===== src/rtl/lcd_pkg.sv =====
// ============================================================================
// Module      : lcd_pkg
// Description : Shared command codes, host IDs and issue-FSM states for the
//               LCD command scheduler.
// Revision    : 1.0 - initial release
// ============================================================================
`default_nettype none

package lcd_pkg;

    localparam logic [3:0] CMD_WRITE       = 4'h0;
    localparam logic [3:0] CMD_SHIFT_UP    = 4'h1;
    localparam logic [3:0] CMD_SHIFT_DOWN  = 4'h2;
    localparam logic [3:0] CMD_SHIFT_LEFT  = 4'h3;
    localparam logic [3:0] CMD_SHIFT_RIGHT = 4'h4;
    localparam logic [3:0] CMD_MAX         = 4'h5;
    localparam logic [3:0] CMD_MIN         = 4'h6;
    localparam logic [3:0] CMD_AVERAGE     = 4'h7;
    localparam logic [3:0] CMD_ROT_CCW     = 4'h8;
    localparam logic [3:0] CMD_ROT_CW      = 4'h9;
    localparam logic [3:0] CMD_MIRROR_Y    = 4'hA;
    localparam logic [3:0] CMD_MIRROR_X    = 4'hB;

    localparam logic HOST_A = 1'b0;
    localparam logic HOST_B = 1'b1;

    typedef enum logic [2:0] {
        ST_IDLE      = 3'd0,
        ST_WAIT_HI   = 3'd1,
        ST_WAIT_LO   = 3'd2,
        ST_WAIT_DONE = 3'd3,
        ST_FIN       = 3'd4
    } issue_state_t;

endpackage

`default_nettype wire


===== src/rtl/lcd_cmd_fifo.sv =====
// ============================================================================
// Module      : lcd_cmd_fifo
// Description : DEPTH-entry circular command FIFO with head view and flush.
// Revision    : 1.0 - initial release
// ============================================================================
`default_nettype none

module lcd_cmd_fifo #(
    parameter int DEPTH = 4
) (
    input  logic                     clk,
    input  logic                     reset,
    input  logic                     push,
    input  logic [3:0]               push_data,
    input  logic                     pop,
    input  logic                     flush,
    output logic [3:0]               head,
    output logic [$clog2(DEPTH):0]   count
);

    localparam int AW = $clog2(DEPTH);

    logic [3:0]    r_mem [DEPTH];
    logic [AW-1:0] r_wr_ptr;
    logic [AW-1:0] r_rd_ptr;
    logic [AW:0]   r_count;

    // Pointers wrap naturally because DEPTH is a power of two.
    always_ff @(posedge clk or posedge reset) begin
        if (reset) begin
            r_wr_ptr <= '0;
            r_rd_ptr <= '0;
            r_count  <= '0;
        end else if (flush) begin
            r_wr_ptr <= '0;
            r_rd_ptr <= '0;
            r_count  <= '0;
        end else begin
            if (push) r_wr_ptr <= r_wr_ptr + 1'b1;
            if (pop)  r_rd_ptr <= r_rd_ptr + 1'b1;
            if (push && !pop)
                r_count <= r_count + 1'b1;
            else if (pop && !push)
                r_count <= r_count - 1'b1;
        end
    end

    always_ff @(posedge clk) begin
        if (push && !flush)
            r_mem[r_wr_ptr] <= push_data;
    end

    assign head  = r_mem[r_rd_ptr];
    assign count = r_count;

endmodule

`default_nettype wire


===== src/rtl/lcd_cmd_arbiter.sv =====
// ============================================================================
// Module      : lcd_cmd_arbiter
// Description : Two-host round-robin command merge, FIFO and issue FSM for the
//               LCD controller. Define LCD_ARB_FIXED_PRIO_EN for A-first ties.
// Revision    : 1.0 - initial release
// ============================================================================
`default_nettype none

module lcd_cmd_arbiter #(
    parameter int DEPTH = 4
) (
    input  logic                     clk,
    input  logic                     reset,
    input  logic [3:0]               a_cmd,
    input  logic                     a_valid,
    output logic                     a_ready,
    input  logic [3:0]               b_cmd,
    input  logic                     b_valid,
    output logic                     b_ready,
    output logic [3:0]               cmd,
    output logic                     cmd_valid,
    input  logic                     busy,
    input  logic                     done,
    output logic                     fin,
    output logic [$clog2(DEPTH):0]   fifo_count
);

    import lcd_pkg::*;

    localparam int              CW     = $clog2(DEPTH) + 1;
    localparam logic [CW-1:0]   c_full = CW'(DEPTH);

    logic          w_can_push;
    logic          w_grant_a;
    logic          w_grant_b;
    logic          w_push;
    logic [3:0]    w_push_data;
    logic          w_pop;
    logic          w_flush;
    logic [3:0]    w_head;
    logic [CW-1:0] w_count;
    logic          r_closed;

    issue_state_t  r_state;
    issue_state_t  w_state_next;
    logic [3:0]    r_cmd;
    logic [3:0]    w_cmd_next;
    logic          r_cmd_valid;
    logic          w_cmd_valid_next;
    logic          r_fin;
    logic          w_fin_next;

    // A slot freed by a same-cycle pop is not reusable until the next cycle.
    assign w_can_push = !reset && !r_closed && (w_count != c_full);

`ifdef LCD_ARB_FIXED_PRIO_EN
    assign w_grant_a = a_valid;
`else
    logic r_last_grant;

    assign w_grant_a = a_valid && (!b_valid || (r_last_grant == HOST_B));

    always_ff @(posedge clk or posedge reset) begin
        if (reset)
            r_last_grant <= HOST_B;
        else if (w_push)
            r_last_grant <= w_grant_a ? HOST_A : HOST_B;
    end
`endif

    assign w_grant_b   = b_valid && !w_grant_a;
    assign a_ready     = w_can_push && w_grant_a;
    assign b_ready     = w_can_push && w_grant_b;
    assign w_push      = a_ready || b_ready;
    assign w_push_data = w_grant_a ? a_cmd : b_cmd;

    // Once a write is queued nothing further may enter.
    always_ff @(posedge clk or posedge reset) begin
        if (reset)
            r_closed <= 1'b0;
        else if (w_push && (w_push_data == CMD_WRITE))
            r_closed <= 1'b1;
    end

    lcd_cmd_fifo #(
        .DEPTH     (DEPTH)
    ) u_fifo (
        .clk       (clk),
        .reset     (reset),
        .push      (w_push),
        .push_data (w_push_data),
        .pop       (w_pop),
        .flush     (w_flush),
        .head      (w_head),
        .count     (w_count)
    );

    always_ff @(posedge clk or posedge reset) begin
        if (reset) begin
            r_state     <= ST_IDLE;
            r_cmd       <= 4'h0;
            r_cmd_valid <= 1'b0;
            r_fin       <= 1'b0;
        end else begin
            r_state     <= w_state_next;
            r_cmd       <= w_cmd_next;
            r_cmd_valid <= w_cmd_valid_next;
            r_fin       <= w_fin_next;
        end
    end

    always_comb begin
        w_state_next     = r_state;
        w_cmd_next       = r_cmd;
        w_cmd_valid_next = 1'b0;
        w_fin_next       = r_fin;
        w_pop            = 1'b0;
        w_flush          = 1'b0;
        case (r_state)
            ST_IDLE: begin
                if ((w_count != '0) && !busy) begin
                    w_cmd_next       = w_head;
                    w_cmd_valid_next = 1'b1;
                    w_pop            = 1'b1;
                    if (w_head == CMD_WRITE) begin
                        // Anything queued behind a write can never be legal.
                        w_flush      = 1'b1;
                        w_state_next = ST_WAIT_DONE;
                    end else begin
                        w_state_next = ST_WAIT_HI;
                    end
                end
            end
            ST_WAIT_HI: begin
                if (busy) w_state_next = ST_WAIT_LO;
            end
            ST_WAIT_LO: begin
                if (!busy) w_state_next = ST_IDLE;
            end
            ST_WAIT_DONE: begin
                if (done) begin
                    w_state_next = ST_FIN;
                    w_fin_next   = 1'b1;
                end
            end
            ST_FIN: begin
                w_fin_next = 1'b1;
            end
            default: begin
                w_state_next = ST_IDLE;
            end
        endcase
    end

    assign cmd        = r_cmd;
    assign cmd_valid  = r_cmd_valid;
    assign fin        = r_fin;
    assign fifo_count = w_count;

endmodule

`default_nettype wire

===== config.mk =====
export PLATFORM = sky130hd
export DESIGN_NAME = lcd_cmd_arbiter
export DESIGN_NICKNAME = d
export VERILOG_FILES = /design/src/rtl/lcd_pkg.sv /design/src/rtl/lcd_cmd_fifo.sv /design/src/rtl/lcd_cmd_arbiter.sv
export SDC_FILE = /design/constraint.sdc
export NUM_CORES = 1
export LEC_CHECK = 0
export BUFFER_PORTS_ARGS = -buffer_cell sky130_fd_sc_hd__buf_4
export CORE_MARGIN = 1.5
export CORE_UTILIZATION = 30
export DETAILED_ROUTE_END_ITERATION = 8
export SLEW_MARGIN = 20
export SYNTH_ARGS = -nofsm -noshare
export SYNTH_HDL_FRONTEND = slang
export SYNTH_SLANG_ARGS = --single-unit

===== constraint.sdc =====
create_clock -name clk -period 4.4 [get_ports clk]
set_input_delay 0.88 -clock clk [delete_from_list [all_inputs] [get_ports clk]]
set_output_delay 0.88 -clock clk [all_outputs]
set_load 0.05 [all_outputs]

=== After elaboration in Yosys (flattened, before gate mapping) ===
Memories as Yosys holds them, arrays and structs flattened.
Cells that the tools add are included.

* Bits in registers: 18
* Bits in writable memories: 16
* Bits of input ports: 14
* Output and inout bits: 11
* Logic and storage cells: 80
* Memories: 1

* Add/sub/neg operators: 4
* Eq/ne operators: 9
* Mux-type cells: 24
* Bitwise logic cells: 1
* Reductions and logical operators: 32

{| class="wikitable"
|+ Memory list
! memory !! depth !! width !! rd ports !! clocked after Yosys merged registers in !! wr ports !! RTL line !! source
|-
| u_fifo.r_mem || 4 || 4 || 1 || 0 || 1 || lcd_cmd_fifo.sv:23 || <nowiki>logic [3:0] r_mem [DEPTH];</nowiki>
|}

{| class="wikitable"
|+ Operators with widths
! kind !! number
|-
| $mux 3 || 7
|-
| $pmux 3 s5 || 1
|-
| $logic_and 1x1->1 || 11
|-
| $mux 2 || 5
|-
| $mux 1 || 9
|-
| $logic_not 1->1 || 8
|-
| $logic_not 4->1 || 2
|-
| $ne 2x2->1 const B || 4
|-
| $eq 3x2->1 const B || 2
|-
| $reduce_bool 2->1 || 3
|-
| $reduce_bool 3->1 || 2
|-
| $reduce_and 5->1 || 1
|-
| $add 2x1->2 const B || 2
|-
| $mux 4 || 1
|-
| $reduce_and 2->1 || 2
|-
| $add 3x1->3 const B || 1
|-
| $eq 3x1->1 const B || 1
|-
| $eq 3x3->1 const B || 1
|-
| $logic_not 3->1 || 1
|-
| $ne 3x3->1 const B || 1
|-
| $sub 3x1->3 const B || 1
|-
| $logic_or 1x1->1 || 2
|-
| $pmux 1 s2 || 1
|-
| $not 1->1 || 1
|}

=== Logic depth before layout (Yosys ltp) ===
Gate-level depths: netlist of run 1.

* Word-level depth: 12
* Depth in mapped cells: 8
* Gate-level depth less buffers: 8

=== Cells and area by module ===
From an unflattened synthesis of run 1, not the netlist that was laid out.

* Cells, all modules: 121
* Area, all modules: 1620.3 µm²

{| class="wikitable"
|+ By module, submodules not included
! module !! times used !! cells each !! area an instance (µm²) !! sequential area each (µm²)
|-
| lcd_cmd_fifo || 1 || 66 || 1029.7 || 655.6
|-
| lcd_cmd_arbiter || 1 || 55 || 590.6 || 276.5
|}

=== Least setup slack after synthesis of run 1 ===
No wires, ideal clock.

* Kind: input to output
* From: in reset
* To: out a_ready
* Arrival: 1.976 ns
* Required time: 3.520 ns
* Slack: 1.544 ns
* Cell stages on the path: 3
* Path buffers: 0
* Path through: a211oi_1 inv_1 nor2_1

* Longest elaborated chain between the ends: 4

{| class="wikitable"
|+ RTL lines
! what !! RTL line !! source
|-
| start, declared || lcd_cmd_arbiter.sv:13 || <nowiki>input logic reset,</nowiki>
|-
| $logic_not 1->1 (no source line) || -- ||
|-
| $logic_and 1x1->1 (2 in a row) || lcd_cmd_arbiter.sv:54 || <nowiki>assign w_can_push = !reset && !r_closed && (w_count != c_full);</nowiki>
|-
| $logic_and 1x1->1 || lcd_cmd_arbiter.sv:72 || <nowiki>assign a_ready = w_can_push && w_grant_a;</nowiki>
|-
| end, declared || lcd_cmd_arbiter.sv:16 || <nowiki>output logic a_ready,</nowiki>
|}

Every way passes these cells.

=== Worst setup path in the final report of run 1 ===
Same ends and word-level chain as after synthesis.

==> impl_metrics.yaml, run 1 <==
final_layout:
  nFillCells: 515
  layout-drive-gt1-share: 0.3067
  nets: 169
  fin_area_mm2: 0.001929
  syn_to_final_growth_pct: 21.99
  fin_cells: 220
  multiInputGateArea_um2: 604.3
  regArea_um2: 932.1
  n_antenna_cell: 0
detailed_routing:
  wl_met3_um: 128
  firstDrtPassIters: 4
  wl_per_cell_um: 12.66
  dr_wl_met2_um: 1380
  top_layer: "met4"
  drt_iter0_drc: 33
  routed_wl_um: 2785
  vias: 1021
  routed_via_density: 4.641
  ant_nets: 0
  drc: 0
  wl_met1_um: 1252
power:
  combPwrFrac: 0.382
  p_per_area_mw_per_mm2: 587.8
  p_seq_frac: 0.416
  power.internal_mw: 0.6969
  peakVddDrop_v: 0.0002636
  p_leak_nw: 0.8022
  p_total_mw: 1.134
  clock_power_share: 0.203
  switching_share: 0.3855
  switchingPower_mw: 0.4371
die:
  placementRows: 26
  io-pin-count: 25
  die-area_mm2: 0.005716
  start_util: 0.3097
  coreArea_mm2: 0.005107
  die_width_um: 75.61
  die_h_um: 75.61
logic_synthesis:
  yosysUniqueCellTypes: 32
  synth_edf_count: 16
  async_flop_share: 0.5294
  syn_nets: 139
  yosys_register_bits: 34
  netlist_area_mm2: 0.001582
  netlist_instances: 119
  synth_ff_type: "dfrtp_1"
  syn_avg_cell_area_um2: 13.29
  synth_warnings: 0
  synth-seq-area-share: 0.5894
placement:
  postPlaceCellArea_mm2: 0.001838
  post-dp-hpwl_um: 2218
  place.port_buffers: 24
  dpl.cell_count: 212
  preCtsSetupSlack_ps: 1376
  gp_congestion: 0.7782
grt:
  grt_pass1_vias: 1028
  antenna_found_initial: 0
  grt_max_degree: 19
  grt_util_all_layers: 0.1093
  grt_first_pass_wirelength_um: 4629
  globalRouteOverflowTotal: 0
clock_network:
  clk_pin_slew_worst_paths_ps: 70
  cts_setup_buffers: 0
  cts_buffers: 5
  clock_latency_ps: 280
  cts_resized: 0
  cts_hold_buf: 0
  root_buffer: "clkbuf_8"
  clockBufferDepth: 2
  clock_sinks: 34
  htree_levels: 2
  cts_tree: "yes"
timing:
  max_freq_mhz: 361.6
  slew_violations: 0
  setup_violations: 0
  hold_viol: 0
  worst_slack_ps: 1634
  fin_crit_ps: 2766
  slew_headroom: 0.5133
  worstMarginPinSlew_ps: 728.6
  fin_crit_sh: 0.6286
  timing.setup.tns_ps: 0
  rsz0062_at_grt: "no"
  finClkSkew_ps: 6.085
run:
  maxCapViolCount: 0
critical_path:
  worstPathArrival_ps: 1890
  worstPathMaxFanout: 4
  critPathRequiredTime_ps: 3520
  cp-start-kind: "primary input"
  worstSetupPathType: "primary input to primary output"
  setup.worst_path.end_class: "primary output"
hold_path:
  hold_class: "register to register"
run_status:
  status: "finished clean"
==> registers in the layout (all words and copies together), names as in the netlist, 2 cells and up <==
signal	cells
u_fifo.r_mem	16
u_fifo.count	3
cmd	4
u_fifo.r_wr_ptr	2
r_state	3
u_fifo.r_rd_ptr	2
==> area by class of cell <==
| cell class | count | share of cell area |
|---|---|---|
| clock buffers | 7 | 0.04475 |
| clock inverters | 1 | 0.002594 |
| inverters | 9 | 0.01751 |
| multi-input cells | 75 | 0.3132 |
| flip-flops and latches | 34 | 0.4831 |
| well taps | 70 | 0.04540 |
| repair buffers | 24 | 0.09339 |
==> metrics by stage <==
stage	hold WS (ps)	util
after floorplan	451.1	-
after detailed placement	459.5	0.3599
after global placement	455.1	0.3599
final	470.7	0.3778
after CTS	475.3	0.3778
after global routing	505.8	0.3778
==> worst paths after layout <==
path	endpoint	start	slack, ps	depth (start not counted)
worst max-delay path	a_ready	reset	1630	5
worst min-delay path	fin$_DFFE_PP0P_	fin$_DFFE_PP0P_	470	1
worst max register to register	u_fifo.count[2]$_DFFE_PP0P_	r_state[1]$_DFFE_PP0P_	1850	8
worst min register to register	fin$_DFFE_PP0P_	fin$_DFFE_PP0P_	470	1
max in group asynchronous	cmd[3]$_DFFE_PP0P_	reset	3230	2
min in group asynchronous	u_fifo.count[2]$_DFFE_PP0P_	reset	730	2
==> critical path: stages <==
cell and delay, ps:
buf_4 120, a211oi_1 420, inv_1 110, nor2_1 130
buf_4 210
==> routing by layer <==
layer,vias up,GRT usage
met3,4,0.03175
met2,25,0.1842
met5,-,0
li1,486,-
met4,0,0.02976
met1,506,0.1378
==> cell usage after synthesis (2+ instances only) <==
| cell | number | area share |
|---|---|---|
| dfrtp_1 | 17 | 0.27 |
| edfxtp_1 | 16 | 0.30 |
| nor2_1 | 14 | 0.033 |
| inv_1 | 9 | 0.021 |
| mux2_2 | 8 | 0.057 |
| and3_1 | 5 | 0.020 |
| ha_1 | 5 | 0.040 |
| nand2_1 | 5 | 0.012 |
| o21ai_0 | 4 | 0.013 |
| a21oi_1 | 3 | 0.0095 |
| nand3_1 | 3 | 0.0095 |
| xnor2_1 | 3 | 0.017 |
| mux2i_1 | 2 | 0.013 |
| mux4_1 | 2 | 0.033 |
| mux4_2 | 2 | 0.028 |
| nor2b_1 | 2 | 0.0079 |
| nor3_1 | 2 | 0.0063 |
| or3_1 | 2 | 0.0079 |
| xor2_1 | 2 | 0.011 |
==> power groups by stage <==
stage / clock network (mW) / registers (mW) / logic [mW]
after global routing: 0.251 / 0.482 / 0.468
after detailed placement: 0 / 0.480 / 0.436
final: 0.230 / 0.471 / 0.433
after floorplan: 0 / 0.583 / 0.213
after global placement: 0 / 0.475 / 0.425
after CTS: 0.235 / 0.474 / 0.439
==> cell families after synthesis <==
group,Yosys count,share of synthesized area
xor+xnor,5,0.02769
compound gates,13,0.05380
flops,34,0.5894
simple gates,37,0.1171
mux,14,0.1313
fa+ha+maj,6,0.05222
buf+inv,10,0.02848
==> placed cells by master (no fill, tap or decap), types with 5 or more instances in the layout <==
cell type  netlist  routed
clkbuf_8         0       6
nand2_1          5       5
dfrtp_1         17      17
and3_1           5       5
nor2_1          14      14
edfxtp_1        16      16
inv_1            9       9
buf_4            0      24
ha_1             5       5
mux2_2           8       8
No activity file was read; power rests on OpenSTA's default activity.
==> run 2, diff against run 1 <==
==> constraint.sdc (replaced) <==
create_clock -name clk -period 2.79 [get_ports clk]
set_input_delay 0.558 -clock clk [delete_from_list [all_inputs] [get_ports clk]]
set_output_delay 0.558 -clock clk [all_outputs]
set_load 0.05 [all_outputs]
==> run 2 against run 1 <==
Against the previous run:
- setup slack lost 1200 ps
- final area grew 0.26%
- routed wire length grew 11%
- non-clock buffer count grew 2
- count of clock-buffer cells in the layout shrank 1
- hold slack lost 68 ps
- utilization grew 0.098 points
- combinational power grew 61%
- sequential power grew 58%
- sequential share of layout area shrank 0.13 points
- power grew 57%
- cell count grew 0.91%
- critical path type is now register to register
==> impl_metrics.yaml, run 2 (same netlist as run 1, synthesis figures left out) <==
final_layout:
  final_common_cell: "buf_4"
  final_cell_mix: "buf_4, dfrtp_1, edfxtp_1"
  n_antenna_cell: 0
  nFillCells: 501
  layout-drive-gt1-share: 0.3092
  regMostFlops: "u_fifo.r_mem"
  fin_area_mm2: 0.001934
  largest_reg_flops: 16
  nets: 171
  fin_cells: 222
  syn_to_final_growth_pct: 22.31
die:
  coreArea_mm2: 0.005107
  placementRows: 26
  die_h_um: 75.61
  start_util: 0.3097
  die_width_um: 75.61
  die-area_mm2: 0.005716
  io-pin-count: 25
timing:
  fin_crit_sh: 0.8520
  slew_violations: 0
  rsz0062_at_grt: "no"
  setup_violations: 0
  fin_crit_ps: 2377
  hold_viol: 0
  max_freq_mhz: 420.7
  finClkSkew_ps: 6.366
  slew_headroom: 0.5243
  worst_slack_ps: 412.8
  timing.setup.tns_ps: 0
  worstMarginPinSlew_ps: 712.7
detailed_routing:
  drc: 0
  vias: 1027
  drt_iter0_drc: 29
  ant_nets: 0
  routed_via_density: 4.626
  wl_per_cell_um: 13.95
  routed_wl_um: 3097
  firstDrtPassIters: 4
power:
  switching_share: 0.3947
  p_leak_nw: 0.8065
  switchingPower_mw: 0.7032
  power.internal_mw: 1.078
  clock_power_share: 0.193
  p_seq_frac: 0.416
  p_per_area_mw_per_mm2: 921.0
  combPwrFrac: 0.390
  peakVddDrop_v: 0.0003075
clock_network:
  cts_setup_buffers: 0
  cts_hold_buf: 0
  clockBufferDepth: 2
  cts_resized: 0
  clock_sinks: 34
  htree_levels: 2
  root_buffer: "clkbuf_8"
  clock_latency_ps: 290
  clk_pin_slew_worst_paths_ps: 70
  cts_buffers: 5
  cts_tree: "yes"
critical_path:
  reg2reg_depth: 4
  worstPathMaxFanout: 7
  worstSetupPathType: "register to register"
  setup.worst_path.end_class: "register"
  critPathRequiredTime_ps: 2820
  worstPathArrival_ps: 2400
  rrSetupSlack_ps: 410
  cp-start-kind: "register"
  r2r-end: "u_fifo.r_mem[2][1]$_DFFE_PP_"
  crit_start: "u_fifo.r_rd_ptr[0]$_DFFE_PP0P_"
  r2r-start: "u_fifo.r_rd_ptr[0]$_DFFE_PP0P_"
hold_path:
  hold_class: "primary input to async pin"
placement:
  place.port_buffers: 24
  postPlaceCellArea_mm2: 0.001853
  post-dp-hpwl_um: 2381
  gp_congestion: 0.7227
  dpl.cell_count: 214
  preCtsSetupSlack_ps: 280.5
grt:
  grt_util_all_layers: 0.1296
  globalRouteOverflowTotal: 0
  grt_max_degree: 19
  grt_first_pass_wirelength_um: 5230
  grt_pass1_vias: 1068
  antenna_found_initial: 0
run_status:
  status: "finished clean"
run:
  maxCapViolCount: 0
==> run 2: per-layer routing <==
layer / track usage / up-vias / routed length (µm)
li1: - / 491 / -
met1: 0.1575 / 501 / 1380
met2: 0.2105 / 28 / 1508
met3: 0.04894 / 7 / 157
met4: 0.04762 / 0 / 51
met5: 0 / - / 0
==> run 2: critical path, stage by stage (launching register included) <==
cell and delay [ps]:
dfrtp_1 490, mux4_1 610, or4_4 510, or2_4 260
and3_1 230
==> run 2: worst max-delay path by stage <==
stage          slack [ps]                      endpoint
4_1_cts               400  u_fifo.r_mem[2][3]$_DFFE_PP_
5_1_grt               290   u_fifo.count[2]$_DFFE_PP0P_
3_3_place_gp          350   u_fifo.count[2]$_DFFE_PP0P_
3_5_place_dp          280   u_fifo.count[2]$_DFFE_PP0P_
6_report              410  u_fifo.r_mem[2][1]$_DFFE_PP_
2_1_floorplan         300                       a_ready
==> run 2: layout make-up <==
| class | count | area (µm²) | share of cell area |
|---|---|---|---|
| clock buffers | 6 | 72.57 | 0.03752 |
| clock inverters | 2 | 8.758 | 0.004528 |
| inverters | 9 | 33.78 | 0.01746 |
| multi-input cells | 75 | 604.3 | 0.3124 |
| flip-flops and latches | 34 | 932.1 | 0.4819 |
| well taps | 70 | 87.58 | 0.04528 |
| repair buffers | 26 | 195.2 | 0.1009 |
==> run 2: power by group through the flow <==
stage | Combinational, mW | Sequential [mW] | Clock (mW)
2_1_floorplan | 0.335 | 0.919 | 0
3_3_place_gp | 0.681 | 0.742 | 0
3_5_place_dp | 0.700 | 0.752 | 0
4_1_cts | 0.702 | 0.742 | 0.356
5_1_grt | 0.758 | 0.760 | 0.379
6_report | 0.695 | 0.742 | 0.344
==> run 2: per-stage QoR <==
step	total power [mW]	hold WS, ps	utilization
6_report	1.782	403.1	0.3787
5_1_grt	1.898	435.3	0.3787
4_1_cts	1.801	416.1	0.3787
3_5_place_dp	1.451	470.1	0.3628
3_3_place_gp	1.423	455.3	0.3628
2_1_floorplan	1.254	451.1	-
==> run 3, diff against run 2 <==
--- a/config.mk
+++ b/config.mk
@@ -9,6 +9,7 @@
 export CORE_MARGIN = 1.5
 export CORE_UTILIZATION = 30
 export DETAILED_ROUTE_END_ITERATION = 8
+export RECOVER_POWER = 100
 export SLEW_MARGIN = 20
 export SYNTH_ARGS = -nofsm -noshare
 export SYNTH_HDL_FRONTEND = slang
==> run 3 against run 2 <==
Against the previous run:
- critical path depth shrank 1
- sequential share of layout area increased by 1.3 points
- final area shrank 2.7%
- die area unchanged
- routed wire length rose by 0.13%
- hold slack gained 2.3 ps
- largest cell class unchanged
- via count rose by 0.29%
- sequential cell count unchanged
- non-clock buffer count unchanged
- first-iteration DRC count shrank 17%
- critical endpoint is now b_ready
==> impl_metrics.yaml, run 3 (same netlist as run 1, synthesis figures left out) <==
final_layout:
  syn_to_final_growth_pct: 18.99
  n_antenna_cell: 0
  largest_reg_flops: 16
  layout-drive-gt1-share: 0.1908
  final_common_cell: "dfrtp_1"
  regMostFlops: "u_fifo.r_mem"
  nFillCells: 512
  final_cell_mix: "dfrtp_1, edfxtp_1, nor2_1"
  nets: 171
critical_path:
  worstPathArrival_ps: 1910
  reg2reg_depth: 4
  setup.worst_path.end_class: "primary output"
  crit_buf_inv: 1
  critical-path-slowest-cell: "o21ai_0"
  worstPathMaxFanout: 7
  crit_family: "compound AO/OA/AOI/OAI gates"
  cp-start-kind: "register"
  path_cells: "o21ai_0 -> and3_1 -> clkbuf_2"
  cp.depth: 3
  critPathRequiredTime_ps: 2230
  cp_slowest_stage_delay_ps: 690
  worstSetupPathType: "register to primary output"
clock_network:
  clockBufferDepth: 2
  cts_buffers: 5
  cts_hold_buf: 0
  root_buffer: "clkbuf_8"
  clock_sinks: 34
  cts_setup_buffers: 0
  clock_latency_ps: 290
  clk_pin_slew_worst_paths_ps: 70
  cts_tree: "yes"
  cts_resized: 0
  htree_levels: 2
die:
  io-pin-count: 25
  start_util: 0.3097
  die_width_um: 75.61
  placementRows: 26
  die_h_um: 75.61
  die-area_mm2: 0.005716
  coreArea_mm2: 0.005107
power:
  p_leak_nw: 0.7618
  p_per_area_mw_per_mm2: 911.6
  peakVddDrop_v: 0.0002956
detailed_routing:
  drc: 0
  drt_iter0_drc: 24
  firstDrtPassIters: 4
  ant_nets: 0
  routed_wl_um: 3101
  wl_per_cell_um: 13.97
  vias: 1030
  routed_via_density: 4.640
timing:
  finClkSkew_ps: 6.280
  worstMarginPinSlew_ps: 859.9
  worst_slack_ps: 321.4
  hold_viol: 0
  timing.setup.tns_ps: 0
  fin_crit_ps: 2469
  max_freq_mhz: 405.1
  setup_violations: 0
  fin_crit_sh: 0.8848
  slew_violations: 0
  slew_headroom: 0.4207
  rsz0062_at_grt: "no"
run:
  maxCapViolCount: 0
placement:
  post-dp-hpwl_um: 2381
  place.port_buffers: 24
  gp_congestion: 0.7227
  preCtsSetupSlack_ps: 280.5
hold_path:
  hold_class: "primary input to async pin"
grt:
  antenna_found_initial: 0
  globalRouteOverflowTotal: 0
  grt_util_all_layers: 0.1296
  grt_first_pass_wirelength_um: 5230
  grt_pass1_vias: 1068
  grt_max_degree: 19
run_status:
  status: "finished clean"
[run 3: cell count changes in the layout (fill, tap and decap cells not counted), sizes merged]
| cell | delta |
|---|---|
| buf | -13 |
| clkbuf | +13 |
[run 3: power by group]
part	internal, mW	switching (mW)
Combinational	0.218	0.412
Clock	0.171	0.174
Sequential	0.626	0.113
Total	1.02	0.699
[run 3: area by class of cell]
| cell class | count | area, µm² | share of cell area |
|---|---|---|---|
| Sequential cell | 34 | 932.1 | 0.4953 |
| Multi-Input combinational cell | 75 | 598.1 | 0.3178 |
| Timing Repair Buffer | 26 | 148.9 | 0.07912 |
| Tap cell | 70 | 87.58 | 0.04654 |
| Clock buffer | 6 | 72.57 | 0.03856 |
| Inverter | 9 | 33.78 | 0.01795 |
| Clock inverter | 2 | 8.758 | 0.004654 |
[run 3: worst paths after layout]
check / startpoint / end / slack [ps]
min in group clk: a_valid / r_last_grant$_DFFE_PP1P_ / 450
max in group asynchronous: reset / cmd[0]$_DFFE_PP0P_ / 1930
min reg2reg: fin$_DFFE_PP0P_ / fin$_DFFE_PP0P_ / 470
min: reset / u_fifo.r_wr_ptr[0]$_DFFE_PP0P_ / 410
max reg2reg: u_fifo.r_rd_ptr[0]$_DFFE_PP0P_ / u_fifo.r_mem[2][1]$_DFFE_PP_ / 330
max: r_last_grant$_DFFE_PP1P_ / b_ready / 320
[run 3: per-layer routing]
layer | vias up | global-route usage | share of wire
li1 | 491 | - | -
met1 | 506 | 0.1575 | 0.44
met2 | 26 | 0.2105 | 0.49
met3 | 7 | 0.04894 | 0.053
met4 | 0 | 0.04762 | 0.016
met5 | - | 0 | 0
[run 3: metrics by stage]
| step | total power, mW | instance area, µm² | utilization | hold WS (ps) | cells |
|---|---|---|---|---|---|
| 5_1_grt | 1.829 | 1882 | 0.3684 | 439.8 | 222 |
| 3_5_place_dp | 1.451 | 1853 | 0.3628 | 470.1 | 214 |
| 2_1_floorplan | 1.254 | 1582 | - | 451.1 | 119 |
| 3_3_place_gp | 1.423 | 1853 | 0.3628 | 455.3 | 214 |
| 6_report | 1.715 | 1882 | 0.3684 | 405.5 | 222 |
| 4_1_cts | 1.801 | 1934 | 0.3787 | 416.1 | 222 |
